[config.mk]
export PLATFORM = sky130hd
export DESIGN_NAME = buffer_dispatch
export DESIGN_NICKNAME = d
export VERILOG_FILES = /design/src/rtl/buffer_dispatch.sv
export SDC_FILE = /design/constraint.sdc
export NUM_CORES = 1
export LEC_CHECK = 0
export CORE_MARGIN = 4
export CORE_UTILIZATION = 35
export DETAILED_ROUTE_END_ITERATION = 7
export PLACE_DENSITY_LB_ADDON = 0.15
export SYNTH_ARGS = -nofsm -noshare
export SYNTH_HDL_FRONTEND = slang
export SYNTH_SLANG_ARGS = --single-unit
[constraint.sdc]
create_clock -name clk -period 3.6 [get_ports clk]
set_clock_uncertainty 0.15 [all_clocks]
set_input_delay 0.72 -clock clk [delete_from_list [all_inputs] [get_ports clk]]
set_output_delay 0.72 -clock clk [all_outputs]
set_load 0.01 [all_outputs]
[src/rtl/buffer_dispatch.sv]
// buffer_dispatch
//   Write-side and drain-side manager for four DEPTH-slot packet buffers.
//   Incoming packets are appended to the tail of the buffer chosen by
//   pkt_dest. Head packets are offered one at a time on the shared out_*
//   port. A round-robin arbiter chooses among the non-empty buffers.
//   Each buffer is exposed in packed form: slot j occupies bits
//   [SW*j +: SW] as {data, valid}. Slot 0 is the oldest entry.
//
// Ports
//   clk, rst_n     rising-edge clock, synchronous active-low reset
//   flush          synchronous clear of all buffers and the rr pointer
//   pkt_valid/pkt_dest/pkt_data/pkt_ready   push side (pkt_ready comb)
//   out_valid/out_src/out_data/out_ready    pop side (out_* comb)
//   buffer1_o..buffer4_o                    registered packed buffer images
module buffer_dispatch #(
  parameter int unsigned DEPTH  = 6,
  parameter int unsigned DATA_W = 2
) (
  input  logic                            clk,
  input  logic                            rst_n,
  input  logic                            flush,
  input  logic                            pkt_valid,
  input  logic [1:0]                      pkt_dest,
  input  logic [DATA_W-1:0]               pkt_data,
  output logic                            pkt_ready,
  output logic                            out_valid,
  output logic [1:0]                      out_src,
  output logic [DATA_W-1:0]               out_data,
  input  logic                            out_ready,
  output logic [DEPTH*(DATA_W+1)-1:0]     buffer1_o,
  output logic [DEPTH*(DATA_W+1)-1:0]     buffer2_o,
  output logic [DEPTH*(DATA_W+1)-1:0]     buffer3_o,
  output logic [DEPTH*(DATA_W+1)-1:0]     buffer4_o
);

  localparam int unsigned SW = DATA_W + 1;
  localparam int unsigned BW = DEPTH * SW;
  localparam int unsigned CW = $clog2(DEPTH + 1);

  logic [BW-1:0] slots_q [4];
  logic [BW-1:0] slots_d [4];
  logic [CW-1:0] cnt_q   [4];
  logic [CW-1:0] cnt_d   [4];
  logic [1:0]    rr_q, rr_d;

  logic [1:0]    grant;
  logic [1:0]    scan;
  logic          found;
  logic          push;
  logic          pop;

  // Round-robin search starting at rr_q; the first buffer whose head slot
  // is valid wins.
  always_comb begin
    grant = '0;
    found = 1'b0;
    scan  = '0;
    for (int unsigned k = 0; k < 4; k++) begin
      scan = rr_q + 2'(k);
      if (!found && slots_q[scan][0]) begin
        grant = scan;
        found = 1'b1;
      end
    end
  end

  always_comb begin
    out_valid = found;
    out_src   = found ? grant : '0;
    out_data  = found ? slots_q[grant][SW-1:1] : '0;
    pkt_ready = (cnt_q[pkt_dest] < CW'(DEPTH)) && !flush;
    push      = pkt_valid && pkt_ready;
    pop       = out_valid && out_ready && !flush;
  end

  // Pop shift is applied before the push so a same-buffer push lands at
  // the post-shift tail index.
  always_comb begin
    rr_d = rr_q;
    if (pop) rr_d = grant + 2'd1;
    for (int unsigned b = 0; b < 4; b++) begin
      slots_d[b] = slots_q[b];
      cnt_d[b]   = cnt_q[b];
      if (pop && grant == 2'(b)) begin
        slots_d[b] = slots_q[b] >> SW;
        cnt_d[b]   = cnt_q[b] - CW'(1);
      end
      if (push && pkt_dest == 2'(b)) begin
        for (int unsigned j = 0; j < DEPTH; j++) begin
          if (cnt_d[b] == CW'(j)) slots_d[b][j*SW +: SW] = {pkt_data, 1'b1};
        end
        cnt_d[b] = cnt_d[b] + CW'(1);
      end
    end
    if (flush) begin
      rr_d = '0;
      for (int unsigned b = 0; b < 4; b++) begin
        slots_d[b] = '0;
        cnt_d[b]   = '0;
      end
    end
  end

  always_ff @(posedge clk) begin
    if (!rst_n) begin
      rr_q <= '0;
      for (int unsigned b = 0; b < 4; b++) begin
        slots_q[b] <= '0;
        cnt_q[b]   <= '0;
      end
    end else begin
      rr_q <= rr_d;
      for (int unsigned b = 0; b < 4; b++) begin
        slots_q[b] <= slots_d[b];
        cnt_q[b]   <= cnt_d[b];
      end
    end
  end

  always_comb begin
    buffer1_o = slots_q[0];
    buffer2_o = slots_q[1];
    buffer3_o = slots_q[2];
    buffer4_o = slots_q[3];
  end

endmodule

==> impl_metrics.env, run 1 <==
export IMPL_status="complete, no violations"
export IMPL_die_w_um=129
export IMPL_insertion_delay_ns=0.35
export IMPL_ios=87
export IMPL_synthCells=572
export IMPL_critPathMaxFanout=14
export IMPL_fill_cells=1365
export IMPL_pre_cts_ws_ns=0.0669
export IMPL_tns_ns=0
export IMPL_grt_pass1_wl_um=23400
export IMPL_htreeDepth=3
export IMPL_yosysWarnings=0
export IMPL_cts_made_buffers=9
export IMPL_end_kind="output port"
export IMPL_maxCapViolCount=0
export IMPL_cts_sinks=88
export IMPL_crit_type="reg2out"
export IMPL_drive_above_1_share_pct=16.5
export IMPL_start_util_pct=36.2
export IMPL_fin_crit_ns=3.53
export IMPL_firstDrtPassIters=4
export IMPL_leakage_nw=2.44
export IMPL_slew_limit_headroom_pct=53.9
export IMPL_post_route_period_util_pct=98.1
export IMPL_antenna_found_initial=1
export IMPL_rows=43
export IMPL_ys_seq_elements=88
export IMPL_grt_pass1_vias=4408
export IMPL_cts_root_buf="clkbuf_16"
export IMPL_grt_max_degree=30
export IMPL_critical_path_arrival_ns=2.66
export IMPL_layout_common_cells="dfxtp_1, clkdlybuf4s50_1, nand2_1"
export IMPL_synth_area_per_cell_um2=8.89
export IMPL_setup_viol=0
export IMPL_dp_hpwl_um=10600
export IMPL_dieArea_um2=16500
export IMPL_dp_cells=830
export IMPL_synth_fp_nets=589
export IMPL_clock_fmax_mhz=283
export IMPL_slew_violations=0
export IMPL_syn_area_um2=5080
export IMPL_wl_per_cell_um=17.0
export IMPL_synthArstFlopShare_pct=0
export IMPL_core_area_um2=14000
export IMPL_required_ns=2.73
export IMPL_vdd_drop_max_mv=0.172
export IMPL_yosysTopAreaCellShare_pct=34.6
export IMPL_yosysSeqAreaShare_pct=34.6
export IMPL_postRouteAntennaNets=0
export IMPL_final_hold_violation_count=0
export IMPL_final_instance_count_excl_fill=848
export IMPL_areaGrowthSynthToFinish_pct=28.1
export IMPL_powerDensity_nw_per_um2=308
export IMPL_fin_ws_ns=0.0671
export IMPL_ys_top_cells_by_area="dfxtp_1, mux2i_1, mux2_2, nand2_1, nor2_1"
export IMPL_yosysUniqueCellTypes=72
export IMPL_routed_wl_um=14400
export IMPL_ys_dominant_reg_cell="dfxtp_1"
export IMPL_track_usage_pct=17.8
export IMPL_avgViaCountPerCell=5.33
export IMPL_holdCritPathClass="reg2reg"
export IMPL_placement_io_buffers=86
export IMPL_final_common_cell="dfxtp_1"
export IMPL_cts_tree="done"
export IMPL_dieHeight_um=129
export IMPL_vias=4518
export IMPL_clk_pin_slew_ns=0.07
export IMPL_tightest_slew_ns=0.686
export IMPL_gr_total_overflow=0
export IMPL_drc=0
export IMPL_cp_start_kind="register"
export IMPL_grt_setup_unrepaired="true"
export IMPL_drt_iter0_drc=288
export IMPL_synth_edf_count=0
export IMPL_antenna_cells=0
export IMPL_cts_buffer_depth=2
export IMPL_synth_area_leader_cell="dfxtp_1"
export IMPL_routabilityCongestion=0.843
export IMPL_nNetsFinal=680
synthesized netlist by cell type (3+ instances only):
cell type,n
dfxtp_1,88
nand2_1,60
mux2i_1,50
nor2_1,45
nand3_1,29
a21oi_1,25
clkbuf_1,23
mux2_2,22
o21ai_0,15
a211oi_1,13
inv_1,12
xnor2_1,12
nor3_1,11
and3_1,10
ha_1,8
o21a_1,8
a311oi_1,7
nor2b_1,7
or3_1,7
mux2_4,6
nand2b_1,6
nand4_1,6
and2_1,5
buf_1,5
buf_4,5
nor4_1,5
o31ai_1,5
a31oi_1,4
buf_2,4
o211ai_1,4
o41ai_1,4
mux2_1,3
o22ai_1,3
or4_1,3
xor2_1,3
power by group:
group | leakage, nW | internal, mW | switching, mW
clock | 0.128 | 0.484 | 0.398
sequential | 0.709 | 0.977 | 0.00548
combinational | 1.60 | 0.0561 | 0.0863
total | 2.44 | 1.52 | 0.490
timing repair:
item | in CTS | in global routing
cloned | 0 | 0
pin swaps | 1 | 0
hold buffers | 0 | 0
setup buffers | 2 | 0
endpoints found under the setup margin | 4 | 6
resized for setup | 11 | 1
final timing paths:
kind	start	end	slack, ns	cells past startpoint
min	slots_q[1][15]	slots_q[1][15]	0.33	2
max	rr_q[1]	out_valid	0.07	5
min reg2reg	slots_q[1][15]	slots_q[1][15]	0.33	2
max reg2reg	register	slots_q[2][11]	0.30	10
sequential cells by signal, summed over array words and instances (netlist names), named ones only:
signal,cells
slots_q,72
cnt_q,12
rr_q,2
through the flow:
stage | util, % | cell area, um2 | total power, mW | hold WS (ns)
floorplan | - | 5080 | 1.09 | 0.342
global placement | 44.3 | 6230 | 1.14 | 0.311
detailed placement | 44.3 | 6230 | 1.15 | 0.317
CTS | 46.4 | 6510 | 2.04 | 0.326
global route | 46.4 | 6510 | 2.08 | 0.357
finish | 46.4 | 6510 | 2.01 | 0.326
worst max-delay path, stage by stage, from the launching register on:
cell,delay (ns)
dfxtp_2,0.48
mux2_2,0.36
or4_1,0.45
a21oi_1,0.35
inv_1,0.15
clkdlybuf4s50_1,0.51
final cells by class:
class | count | area (um2) | share of cell area [%]
clock buffers | 11 | 243 | 3.73
clock inverters | 5 | 32.5 | 0.500
inverters | 14 | 52.6 | 0.807
multi-input cells | 431 | 3100 | 47.5
flip-flops and latches | 88 | 1760 | 27.1
well taps | 180 | 225 | 3.46
repair buffers | 119 | 1100 | 16.9
per-layer routing:
metal  global-route usage [%]  vias up  share of wire (%)
met5                        0        -              0.056
met4                     7.29        2                2.1
met3                     4.03       20                5.4
met2                     26.4      103                 44
met1                     25.0     2117                 49
li1                         -     2276                  -
logic make-up after synthesis:
| kind of cell | after synthesis | share of synthesized area, % |
|---|---|---|
| compound gates | 108 | 16.0 |
| xor+xnor | 16 | 2.90 |
| fa+ha+maj | 8 | 1.97 |
| buf+inv | 53 | 4.68 |
| flops | 88 | 34.6 |
| mux | 84 | 18.1 |
| simple gates | 215 | 21.6 |
Power figures use the tool's default switching activity.
==> inputs of run 2 (changes only) <==
Settings changed: CORE_ASPECT_RATIO set to 0.7, CORE_MARGIN 4 to not set, SETUP_SLACK_MARGIN set to 0.3.
==> run 2 against run 1 <==
Effect of this change: clock-buffer cell count up 1; wire length up 7.1%; largest cell class unchanged; die area down 9.1%.
==> impl_metrics.env, run 2 (synthesis results as in run 1) <==
export IMPL_status="complete, no violations"
export IMPL_drt_iter0_drc=282
export IMPL_drc=0
export IMPL_layout_common_cells="dfxtp_1, clkdlybuf4s50_1, nand2_1"
export IMPL_rows=36
export IMPL_dp_hpwl_um=10900
export IMPL_crit_type="reg2out"
export IMPL_cp_start_kind="register"
export IMPL_end_kind="output port"
export IMPL_clk_pin_slew_ns=0.07
export IMPL_ios=87
export IMPL_gr_total_overflow=0
export IMPL_antenna_found_initial=0
export IMPL_htreeDepth=3
export IMPL_path_cells="mux4_2 -> or3_4 -> a2bb2oi_4 -> buf_6 -> inv_8 -> nand2_1 -> and3_4 -> a311oi_2 -> buf_2"
export IMPL_dieHeight_um=103
export IMPL_tns_ns=0
export IMPL_largest_reg_flops=72
export IMPL_grt_setup_unrepaired="true"
export IMPL_fill_cells=1353
export IMPL_slew_violations=0
export IMPL_post_route_period_util_pct=91.9
export IMPL_dp_cells=839
export IMPL_rr_worst_depth=10
export IMPL_final_instance_count_excl_fill=868
export IMPL_die_w_um=146
export IMPL_cpPeakStageDelay_ns=0.52
export IMPL_placement_io_buffers=86
export IMPL_vdd_drop_max_mv=0.225
export IMPL_cp_slowest_cell="mux4_2"
export IMPL_powerDensity_nw_per_um2=324
export IMPL_postRouteAntennaNets=0
export IMPL_whs_ns=0.325
export IMPL_endpoint="out_data[0]"
export IMPL_critical_path_arrival_ns=2.44
export IMPL_antenna_cells=0
export IMPL_holdCritPathClass="reg2reg"
export IMPL_wl_per_cell_um=17.7
export IMPL_cts_sinks=88
export IMPL_rrSetupSlack_ns=0.41
export IMPL_grt_max_degree=44
export IMPL_cts_made_buffers=9
export IMPL_areaGrowthSynthToFinish_pct=33.4
export IMPL_leakage_nw=2.55
export IMPL_cts_tree="done"
export IMPL_drive_above_1_share_pct=20.2
export IMPL_avgViaCountPerCell=5.45
export IMPL_grt_pass1_vias=4528
export IMPL_fin_crit_ns=3.31
export IMPL_tightest_slew_ns=0.927
export IMPL_top_regs="slots_q (72), cnt_q (12), rr_q (2)"
export IMPL_required_ns=2.73
export IMPL_slew_limit_headroom_pct=37.7
export IMPL_core_area_um2=14100
export IMPL_dieArea_um2=15000
export IMPL_min_from="slots_q[1][15]"
export IMPL_critPathMaxFanout=6
export IMPL_clock_fmax_mhz=302
export IMPL_maxCapViolCount=0
export IMPL_cts_buffer_depth=2
export IMPL_track_usage_pct=20.7
export IMPL_r2r_end="slots_q[2][10]"
export IMPL_cts_root_buf="clkbuf_16"
export IMPL_final_hold_violation_count=0
export IMPL_cts_hold_buffers=0
export IMPL_nNetsFinal=690
export IMPL_final_common_cell="dfxtp_1"
export IMPL_routabilityCongestion=0.856
export IMPL_vias=4732
export IMPL_grt_pass1_wl_um=24300
export IMPL_regMostFlops="slots_q"
export IMPL_start_util_pct=36.2
export IMPL_insertion_delay_ns=0.34
export IMPL_routed_wl_um=15400
export IMPL_setup_viol=0
export IMPL_firstDrtPassIters=5
## run 2: changes by cell type in the layout (fill, tap and decap cells not counted), sizes merged
cell           previous run  this run
buf                      35        45
bufinv                    0         2
clkbuf                   11        13
clkdlybuf4s50            83        81
clkinv                    2         1
clkinvlp                  3         1
dlymetal6s2s              0         1
## run 2: worst min path at each step
| stage | end | depth (start not counted) |
|---|---|---|
| finish | slots_q[1][15] | 2 |
| global route | slots_q[1][15] | 2 |
| CTS | slots_q[1][15] | 2 |
| detailed placement | slots_q[3][15] | 2 |
| global placement | slots_q[1][15] | 2 |
| floorplan | slots_q[1][15] | 2 |
## run 2: final cells by class
cell class | count | area, um2 | area share [%]
sequential | 88 | 1770 | 26.1
clock inverter | 4 | 76.3 | 1.13
inverter | 14 | 60.1 | 0.885
multi-input combinational | 431 | 3190 | 47.0
clock buffer | 12 | 256 | 3.78
tap | 190 | 238 | 3.50
timing repair buffer | 129 | 1200 | 17.7
## run 2: report_power, final
group          leakage, nW  switching, mW  internal [mW]
Combinational         1.68         0.0934         0.0639
Clock                0.159          0.411          0.649
Sequential           0.711        0.00604          0.976
Total                 2.55          0.510           1.69
## run 2: critical path: cells and delay by family (launching register included)
kind	cells	cell delay [ns]
AND/OR/NAND/NOR	3	0.67
multiplexers	1	0.52
flip-flops	1	0.34
AO/OA/AOI/OAI	2	0.24
buffers and inverters	3	0.34
## run 2: timing repair
action | in CTS | in global routing
resized for setup | 21 | 20
endpoints found under the setup margin | 15 | 25
setup buffers | 3 | 10
pin swaps | 3 | 9
hold endpoints to repair | 0 | 0
## run 2: through the flow
stage	power [mW]	utilization, %	area (um2)	worst slack [ns]
2_1_floorplan	1.09	-	5100	0.349
3_3_place_gp	1.15	44.5	6260	0.183
3_5_place_dp	1.15	44.5	6260	0.0786
4_1_cts	2.21	47.3	6640	0.289
5_1_grt	2.26	48.3	6780	0.190
6_report	2.20	48.3	6780	0.290
## run 2: layer usage
metal	track usage, %	wire length (um)	up-vias
li1	-	-	2278
met3	3.76	644	12
met2	31.1	6390	119
met4	3.85	110	0
met5	0	0	-
met1	30.9	8250	2323
